==> config.mk <==
export PLATFORM = sky130hd
export DESIGN_NAME = control_sequencer
export DESIGN_NICKNAME = d
export VERILOG_FILES = /design/src/rtl/control_sequencer.sv
export SDC_FILE = /design/constraint.sdc
export NUM_CORES = 1
export LEC_CHECK = 0
export CAP_MARGIN = 5
export CORE_ASPECT_RATIO = 1.4
export CORE_UTILIZATION = 49
export CTS_CLUSTER_DIAMETER = 80
export DETAILED_ROUTE_END_ITERATION = 8
export GPL_ROUTABILITY_DRIVEN = 0
export PLACE_DENSITY_LB_ADDON = 0.3
export RECOVER_POWER = 25
export SETUP_SLACK_MARGIN = 0.3
export SLEW_MARGIN = 20
export SYNTH_ARGS = -nofsm -noshare
export SYNTH_HDL_FRONTEND = slang
export SYNTH_SLANG_ARGS = --single-unit
==> constraint.sdc <==
create_clock -name clk -period 3.5 [get_ports clk]
set_clock_uncertainty 0.2 [all_clocks]
set_input_delay 1.05 -clock clk [delete_from_list [all_inputs] [get_ports clk]]
set_output_delay 1.05 -clock clk [all_outputs]
set_load 0.02 [all_outputs]
==> src/rtl/control_sequencer.sv <==
// Microcoded control sequencer: walks fetch/decode/execute for a small accumulator-less CPU
// and drives datapath, memory and stack strobes combinationally from the current state.
module control_sequencer #(
    parameter int unsigned NREG   = 4,
    parameter int unsigned IR_W   = 8,
    parameter int unsigned FLAG_W = 8
) (
    input  logic                      clk,
    input  logic                      rst,
    input  logic [IR_W-1:0]           IR_out,
    input  logic [FLAG_W-1:0]         flag_out,
    input  logic                      mem_ready,
    input  logic                      stack_full,
    input  logic                      stack_empty,
    output logic [NREG-1:0]           load_reg,
    output logic                      inc_PC,
    output logic                      load_PC,
    output logic                      load_Add_R,
    output logic                      load_Reg_Z,
    output logic                      load_IR,
    output logic [1:0]                opcode,
    output logic [$clog2(NREG):0]     Mux_1_sel,
    output logic [1:0]                Mux_2_sel,
    output logic                      read,
    output logic                      write,
    output logic                      push,
    output logic                      pop,
    output logic                      halted
);

    localparam int unsigned RIDX = $clog2(NREG);
    localparam int unsigned CIDX = $clog2(FLAG_W);
    localparam int unsigned CW   = RIDX + 1;

    localparam logic [3:0] FETCH1    = 4'd0;
    localparam logic [3:0] FETCH2    = 4'd1;
    localparam logic [3:0] EXEC      = 4'd2;
    localparam logic [3:0] OPND      = 4'd3;
    localparam logic [3:0] MEM_RD    = 4'd4;
    localparam logic [3:0] MEM_WR    = 4'd5;
    localparam logic [3:0] BRANCH    = 4'd6;
    localparam logic [3:0] CALL_PUSH = 4'd7;
    localparam logic [3:0] CALL_JMP  = 4'd8;
    localparam logic [3:0] RET_POP   = 4'd9;
    localparam logic [3:0] RET_PC    = 4'd10;
    localparam logic [3:0] HALT      = 4'd11;

    localparam logic [CW-1:0]   SelPc    = CW'(NREG);
    localparam logic [CW-1:0]   SelIdle  = CW'(NREG + 1);
    localparam logic [CW-1:0]   PushLast = CW'(NREG);
    localparam logic [CW-1:0]   PopLast  = CW'(NREG - 1);
    localparam logic [NREG-1:0] OneHot0  = NREG'(1);

    logic [3:0]      state_q, state_d;
    logic [CW-1:0]   cnt_q, cnt_d;
    logic [3:0]      op;
    logic [RIDX-1:0] rd;
    logic [RIDX-1:0] rs;
    logic [CIDX-1:0] cond;

    assign op   = IR_out[IR_W-1 -: 4];
    assign rd   = IR_out[RIDX-1:0];
    assign rs   = IR_out[2*RIDX-1:RIDX];
    assign cond = IR_out[CIDX-1:0];

    always_ff @(posedge clk or posedge rst) begin
        if (rst) begin
            state_q <= FETCH1;
            cnt_q   <= '0;
        end else begin
            state_q <= state_d;
            cnt_q   <= cnt_d;
        end
    end

    always_comb begin
        state_d    = state_q;
        cnt_d      = cnt_q;
        load_reg   = '0;
        inc_PC     = 1'b0;
        load_PC    = 1'b0;
        load_Add_R = 1'b0;
        load_Reg_Z = 1'b0;
        load_IR    = 1'b0;
        opcode     = 2'd3;
        Mux_1_sel  = SelIdle;
        Mux_2_sel  = 2'd0;
        read       = 1'b0;
        write      = 1'b0;
        push       = 1'b0;
        pop        = 1'b0;
        halted     = 1'b0;

        // Reset gates the outputs too, so nothing leaks while the state register is held.
        if (!rst) begin
            case (state_q)
                FETCH1: begin
                    Mux_1_sel  = SelPc;
                    Mux_2_sel  = 2'd1;
                    load_Add_R = 1'b1;
                    state_d    = FETCH2;
                end
                FETCH2: begin
                    read      = 1'b1;
                    Mux_2_sel = 2'd2;
                    if (mem_ready) begin
                        load_IR = 1'b1;
                        inc_PC  = 1'b1;
                        state_d = EXEC;
                    end
                end
                EXEC: begin
                    cnt_d = '0;
                    case (op)
                        4'h0, 4'h1, 4'h2: begin
                            opcode     = op[1:0];
                            load_Reg_Z = 1'b1;
                            state_d    = FETCH1;
                        end
                        4'h3, 4'h4, 4'h8: state_d = OPND;
                        4'h5: begin
                            // Point Add_R at the operand byte before the jump target read.
                            Mux_1_sel  = SelPc;
                            Mux_2_sel  = 2'd1;
                            load_Add_R = 1'b1;
                            state_d    = BRANCH;
                        end
                        4'h6: begin
                            Mux_1_sel    = {1'b0, rs};
                            Mux_2_sel    = 2'd1;
                            load_reg     = OneHot0 << rd;
                            state_d      = FETCH1;
                        end
                        4'h7: begin
                            Mux_1_sel  = {1'b0, rs};
                            Mux_2_sel  = 2'd1;
                            load_Add_R = 1'b1;
                            state_d    = MEM_RD;
                        end
                        4'h9: begin
                            if (flag_out[cond]) begin
                                Mux_1_sel  = SelPc;
                                Mux_2_sel  = 2'd1;
                                load_Add_R = 1'b1;
                                state_d    = BRANCH;
                            end else begin
                                inc_PC  = 1'b1;
                                state_d = FETCH1;
                            end
                        end
                        4'hA: begin
                            Mux_1_sel  = SelPc;
                            Mux_2_sel  = 2'd1;
                            load_Add_R = 1'b1;
                            inc_PC     = 1'b1;
                            state_d    = CALL_PUSH;
                        end
                        4'hB:    state_d = RET_POP;
                        default: state_d = HALT;
                    endcase
                end
                OPND: begin
                    // The counter splits OPND into an address phase (0) and a read phase (1).
                    if (cnt_q == '0) begin
                        Mux_1_sel  = SelPc;
                        Mux_2_sel  = 2'd1;
                        load_Add_R = 1'b1;
                        cnt_d      = CW'(1);
                    end else begin
                        read      = 1'b1;
                        Mux_2_sel = 2'd2;
                        if (mem_ready) begin
                            inc_PC = 1'b1;
                            if (op == 4'h3) begin
                                load_reg = OneHot0 << rd;
                                state_d  = FETCH1;
                            end else begin
                                load_Add_R = 1'b1;
                                state_d    = (op == 4'h4) ? MEM_RD : MEM_WR;
                            end
                        end
                    end
                end
                MEM_RD: begin
                    read      = 1'b1;
                    Mux_2_sel = 2'd2;
                    if (mem_ready) begin
                        load_reg = OneHot0 << rd;
                        state_d  = FETCH1;
                    end
                end
                MEM_WR: begin
                    write     = 1'b1;
                    Mux_1_sel = {1'b0, rs};
                    Mux_2_sel = 2'd3;
                    if (mem_ready) begin
                        state_d = FETCH1;
                    end
                end
                BRANCH, CALL_JMP: begin
                    read      = 1'b1;
                    Mux_2_sel = 2'd2;
                    if (mem_ready) begin
                        load_PC = 1'b1;
                        state_d = FETCH1;
                    end
                end
                CALL_PUSH: begin
                    if (stack_full) begin
                        state_d = HALT;
                    end else begin
                        push      = 1'b1;
                        Mux_2_sel = 2'd3;
                        Mux_1_sel = (cnt_q == '0) ? SelPc : cnt_q - CW'(1);
                        cnt_d     = cnt_q + CW'(1);
                        if (cnt_q == PushLast) begin
                            state_d = CALL_JMP;
                        end
                    end
                end
                RET_POP: begin
                    if (stack_empty) begin
                        state_d = HALT;
                    end else begin
                        pop       = 1'b1;
                        Mux_2_sel = 2'd2;
                        load_reg  = OneHot0 << (PopLast - cnt_q);
                        cnt_d     = cnt_q + CW'(1);
                        if (cnt_q == PopLast) begin
                            state_d = RET_PC;
                        end
                    end
                end
                RET_PC: begin
                    if (stack_empty) begin
                        state_d = HALT;
                    end else begin
                        pop       = 1'b1;
                        Mux_2_sel = 2'd2;
                        load_PC   = 1'b1;
                        state_d   = FETCH1;
                    end
                end
                HALT: begin
                    halted = 1'b1;
                end
                default: state_d = FETCH1;
            endcase
        end
    end

endmodule

==> key figures, run 1 <==
Floorplanning
  – Initial Util: between 50% and 60%
  – Num rows: 23
  – Die W: between 40 and 50 um
  – Die span in y: a little under 70 um
  – # IOs: 42

Clocking
  – Htree depth: 1
  – Root Driver: clkbuf_8
  – Cts bufs inserted: 3
  – CTS max path bufs: 2
  – Hold_buf cts: 0
  – Clk sinks: 7

Synth
  – Asr flop ratio synth: 100%
  – Compound-cell area share of the yosys netlist: 33.9%
  – Predominant post-synthesis flop cell: dfrtp_1
  – Syn Inst Count: ~220
  – Adder-cell area share of the yosys netlist: around 4.8%
  – Syn nets: 246
  – FF+latch count, synth: 7
  – Share of Yosys cell area claimed by the top area cell type: approximately 11%
  – Main combinational cell family by area after synthesis: simple AND/OR/NAND/NOR gates
  – Synth area leaders: dfrtp_1 (11%), nor2b_1 (5.6%), o21ai_0 (5.1%), ha_1 (4.8%), nand2_1 (4.1%)
  – Yosys warns: 0
  – Mux cell area share after synthesis: 5.35%
  – Commonest cells post-synth: nand2_1 (17), nor2_1 (16), o21ai_0 (16)
  – EDFF count, synth: 0
  – Post-synthesis sequential area ratio: between 10 and 15%
  – Syn avg cell area: between 7 and 8 um^2
  – Post-synthesis simple-gate area fraction: between 30% and 40%
  – Synth Cell Area: between 1500 and 2000 um^2
  – Post-synth cell types: 57
  – Synth Area in XOR/XNOR: less than 1%
  – Post-synth top area cell: dfrtp_1
  – Count leader, synth: nand2_1

Outcome
  – Tool Error: [ERROR DPL-0038] Utilization greater than 100%, impossible to legalize
  – Fail Step: global routing
  – Status: did not finish

Global routing
  – Largest net degree at the start of global routing: 18

STA
  – Worst EP kind: output port
  – Worst endpoint after global-route timing repair: load_reg[3]

Place
  – DP Wirelength: approximately 4500 um
  – I/O Buffers: 41
  – Worst slack, placed: -1.18 ns
-- kinds of logic after synthesis --
kind of cell | after synthesis
XOR/XNOR | 1
AO/OA/AOI/OAI | 73
flip-flops | 7
adder cells (fa/ha/maj) | 6
AND/OR/NAND/NOR | 96
buffers and inverters | 28
multiplexers | 8
-- repair_timing --
item                       CTS
resized for setup          201
setup endpoints to repair   21
buffers inserted            19
gates cloned                 0
pin swaps                   27
-- through the flow --
stage / instances / instance area, um^2 / setup TNS (ns)
after CTS: 357 / 2780 / -1.40
after floorplan: 219 / 1730 / -0.140
after global placement: 334 / 2460 / -15.08
after detailed placement: 334 / 2460 / -16.13
==> run 2: changes to the inputs <==
- CORE_ASPECT_RATIO: 1.4 -> not set
- CORE_UTILIZATION: 49 -> 38
- CTS_CLUSTER_DIAMETER: 80 -> not set
- PLACE_DENSITY_LB_ADDON: 0.3 -> 0.15
- SETUP_SLACK_MARGIN: 0.3 -> not set
==> key figures, run 2 <==
Cells and area
  – Layout cells sized above 1: a little over two fifths
  – Layout area overhead: 73.3%
  – Diode count: 0
  – Top Registers: state_q x4, cnt_q x3
  – Fill cell count: ~310
  – Max FFs per register: 4
  – Final nets: 350
  – Biggest register: state_q
  – Footprint of the multi-input gates: ~1500 um^2
  – Reg area: ~180 um^2
  – Commonest non-fill, non-tap cell in the layout: buf_4
  – Most frequent cells in the layout: buf_4 (68), buf_6 (17), nand2_1 (16), dlygate4sd2_1 (16), o21ai_0 (14)

Synth
  – Post-synth cell types: 57
  – Synth Cell Area: between 1500 and 2000 um^2
  – Main combinational cell family by area after synthesis: simple AND/OR/NAND/NOR gates
  – Compound-cell area share of the yosys netlist: between 30% and 40%
  – Synth Area in XOR/XNOR: less than 1%
  – Post-synthesis sequential area ratio: between 10% and 20%
  – Syn avg cell area: just over 7 um^2
  – Commonest cells post-synth: nand2_1 (17), nor2_1 (16), o21ai_0 (16)
  – Post-synthesis simple-gate area fraction: between 30 and 40%
  – Adder-cell area share of the yosys netlist: 4.79%
  – FF+latch count, synth: 7
  – Syn Inst Count: 219
  – Post-synth top area cell: dfrtp_1
  – Yosys warns: 0
  – EDFF count, synth: 0
  – Synth area leaders: dfrtp_1 (11%), nor2b_1 (5.6%), o21ai_0 (5.1%), ha_1 (4.8%), nand2_1 (4.1%)
  – Asr flop ratio synth: 100%
  – Count leader, synth: nand2_1
  – Mux cell area share after synthesis: approximately 5.4%
  – Syn nets: ~250
  – Share of Yosys cell area claimed by the top area cell type: roughly 11%
  – Predominant post-synthesis flop cell: dfrtp_1

Pwr
  – Pwr dens: approximately 610 nW/um^2
  – Comb pwr share: 82.9%
  – Part of the power in registers: about a tenth
  – Cell Int Power: roughly 0.84 mW
  – P_leak: between 1 and 1.5 nW
  – NetSw: ~0.82 mW
  – Clk pwr share: 6.6%
  – VDD IR max: between 300 and 400 uV
  – Sw frac: 49.4%

STA
  – Final hold violation count: 0
  – Crit share post-route: 109%
  – Pins over their slew limit: 0
  – Slew margin rel.: between 70% and 80%
  – Fin Setup TNS: -1.48 ns
  – Highest Clock Rate: between 200 and 300 MHz
  – Worst slew pin tran: 0.411 ns
  – Setup Viol. Count Final: 11
  – Final min period: about 3.8 ns
  – Setup ws final: -0.305 ns
  – RSZ-0062 raised after global routing: yes

Worst setup path
  – Slowest CP cell: clkbuf_1
  – Crit-path max cell delay: 0.37 ns
  – CP Cell Sequence: dlygate4sd2_1 > clkbuf_1 > clkbuf_1 > nor2_1 > dlygate4sd2_1
  – CP endpoint kind: output port
  – Crit path arrival time: 2.55 ns
  – CP required: between 2 and 2.5 ns
  – CP max FO: 5
  – Setup Crit Path Kind: input port to output port
  – Crit path launch type: input port

Floorplanning
  – CORE AREA: 3800 um^2
  – Die span in y: 66.2 um
  – Num rows: 22
  – Die area: 4380 um^2
  – # IOs: 42
  – Initial Util: around 41%
  – Die W: about 66 um

Global routing
  – Total Routing Usage GR: 28.2%
  – First-pass GRT wire length: around 9500 um
  – Overflow after GRT: 0
  – Largest net degree at the start of global routing: 19
  – Vias in the first global route: slightly above 2k
  – Initial antenna violation count: 0

Flow run
  – Number of max-cap violations: 0

Detailed routing
  – Initial DRC Count: between 200 and 300
  – 1st-pass router iterations: 4
  – Via density: between 5 and 6
  – Residual DRC count: 0
  – Wire per inst: ~17 um
  – Drt total wl: just over 6000 um
  – Via count: roughly 2.2k
  – Antenna viol nets, final: 0

Clocking
  – Clock-pin slew on the worst setup and hold paths: approximately 0.040 ns
  – Htree depth: 1
  – Cts bufs inserted: 3
  – Root Driver: clkbuf_8
  – Worst-Skew Late Latency: approximately 0.22 ns
  – TritonCTS clock tree: built
  – CTS max path bufs: 2
  – Clk sinks: 7
  – Hold_buf cts: 0

Place
  – DP Wirelength: about 4400 um
  – I/O Buffers: between 40 and 50
  – Worst slack, placed: -1.24 ns

Outcome
  – Status: finished with violations
  – Failing checks: negative setup slack

Hold path
  – Worst Hold Class: register to register
==> run 2: path summary, 6_finish.rpt <==
kind | from | endpoint | slack [ns] | depth (start not counted)
setup reg to reg | cnt_q[0]$_DFFE_PP0P_ | state_q[0]$_DFFE_PP0P_ | 1.06 | 8
hold reg to reg | cnt_q[1]$_DFFE_PP0P_ | cnt_q[1]$_DFFE_PP0P_ | 0.41 | 2
min in group asynchronous | rst | cnt_q[0]$_DFFE_PP0P_ | 1.44 | 5
setup / recovery | rst | read | -0.30 | 5
max in group asynchronous | rst | state_q[0]$_DFFE_PP0P_ | 1.35 | 5
hold / removal | cnt_q[1]$_DFFE_PP0P_ | cnt_q[1]$_DFFE_PP0P_ | 0.41 | 2
==> run 2: critical path, delay by kind of cell <==
| family | cells | cell delay (ns) |
|---|---|---|
| buffers and inverters | 4 | 1.37 |
| AND/OR/NAND/NOR | 1 | 0.14 |
==> run 2: cell type report <==
type	count	area share [%]
multi-input combinational	184	53.4
inverter	9	1.24
tap	48	2.21
clock buffer	4	1.66
timing repair buffer	118	35.0
sequential	7	6.50
==> run 2: per-stage QoR <==
step	cell area, um^2	utilization, %	cells	hold slack, ns	total power [mW]
2_1_floorplan	1590	-	219	0.329	0.900
3_3_place_gp	2430	64.0	352	0.396	1.44
3_5_place_dp	2430	64.0	352	0.402	1.44
4_1_cts	2680	70.5	366	0.412	1.61
5_1_grt	2720	71.5	370	0.447	1.78
6_report	2720	71.5	370	0.408	1.67
==> run 2: cells by family after synthesis <==
group           after synthesis
flops                         7
xor+xnor                      1
simple gates                 96
mux                           8
fa+ha+maj                     6
compound gates               73
buf+inv                      28
==> run 2: routing by layer <==
metal  global-route usage, %  share of wire, %  vias to the layer above  routed length [um]
met5                       0                 0                        -                   0
met1                    38.4                44                     1022                2670
met3                    3.28               6.6                       23                 404
met4                    7.45               3.0                        0                 187
met2                    46.6                47                      100                2870
li1                        -                 -                     1026                   -
==> run 2: power by group through the flow <==
stage | Clock, mW | Sequential (mW) | Combinational (mW)
after floorplan | 0 | 0.136 | 0.764
after global placement | 0 | 0.168 | 1.27
after detailed placement | 0 | 0.169 | 1.27
after CTS | 0.114 | 0.170 | 1.33
after global routing | 0.119 | 0.176 | 1.48
final | 0.111 | 0.174 | 1.38
==> run 2: timing repair <==
item / 4_1_cts / 5_1_grt
cloned: 0 / 0
setup endpoints to repair: 21 / 17
pin swaps: 22 / 16
setup buffers: 10 / 5
resized for setup: 147 / 25
Power figures use the tool's default switching activity.
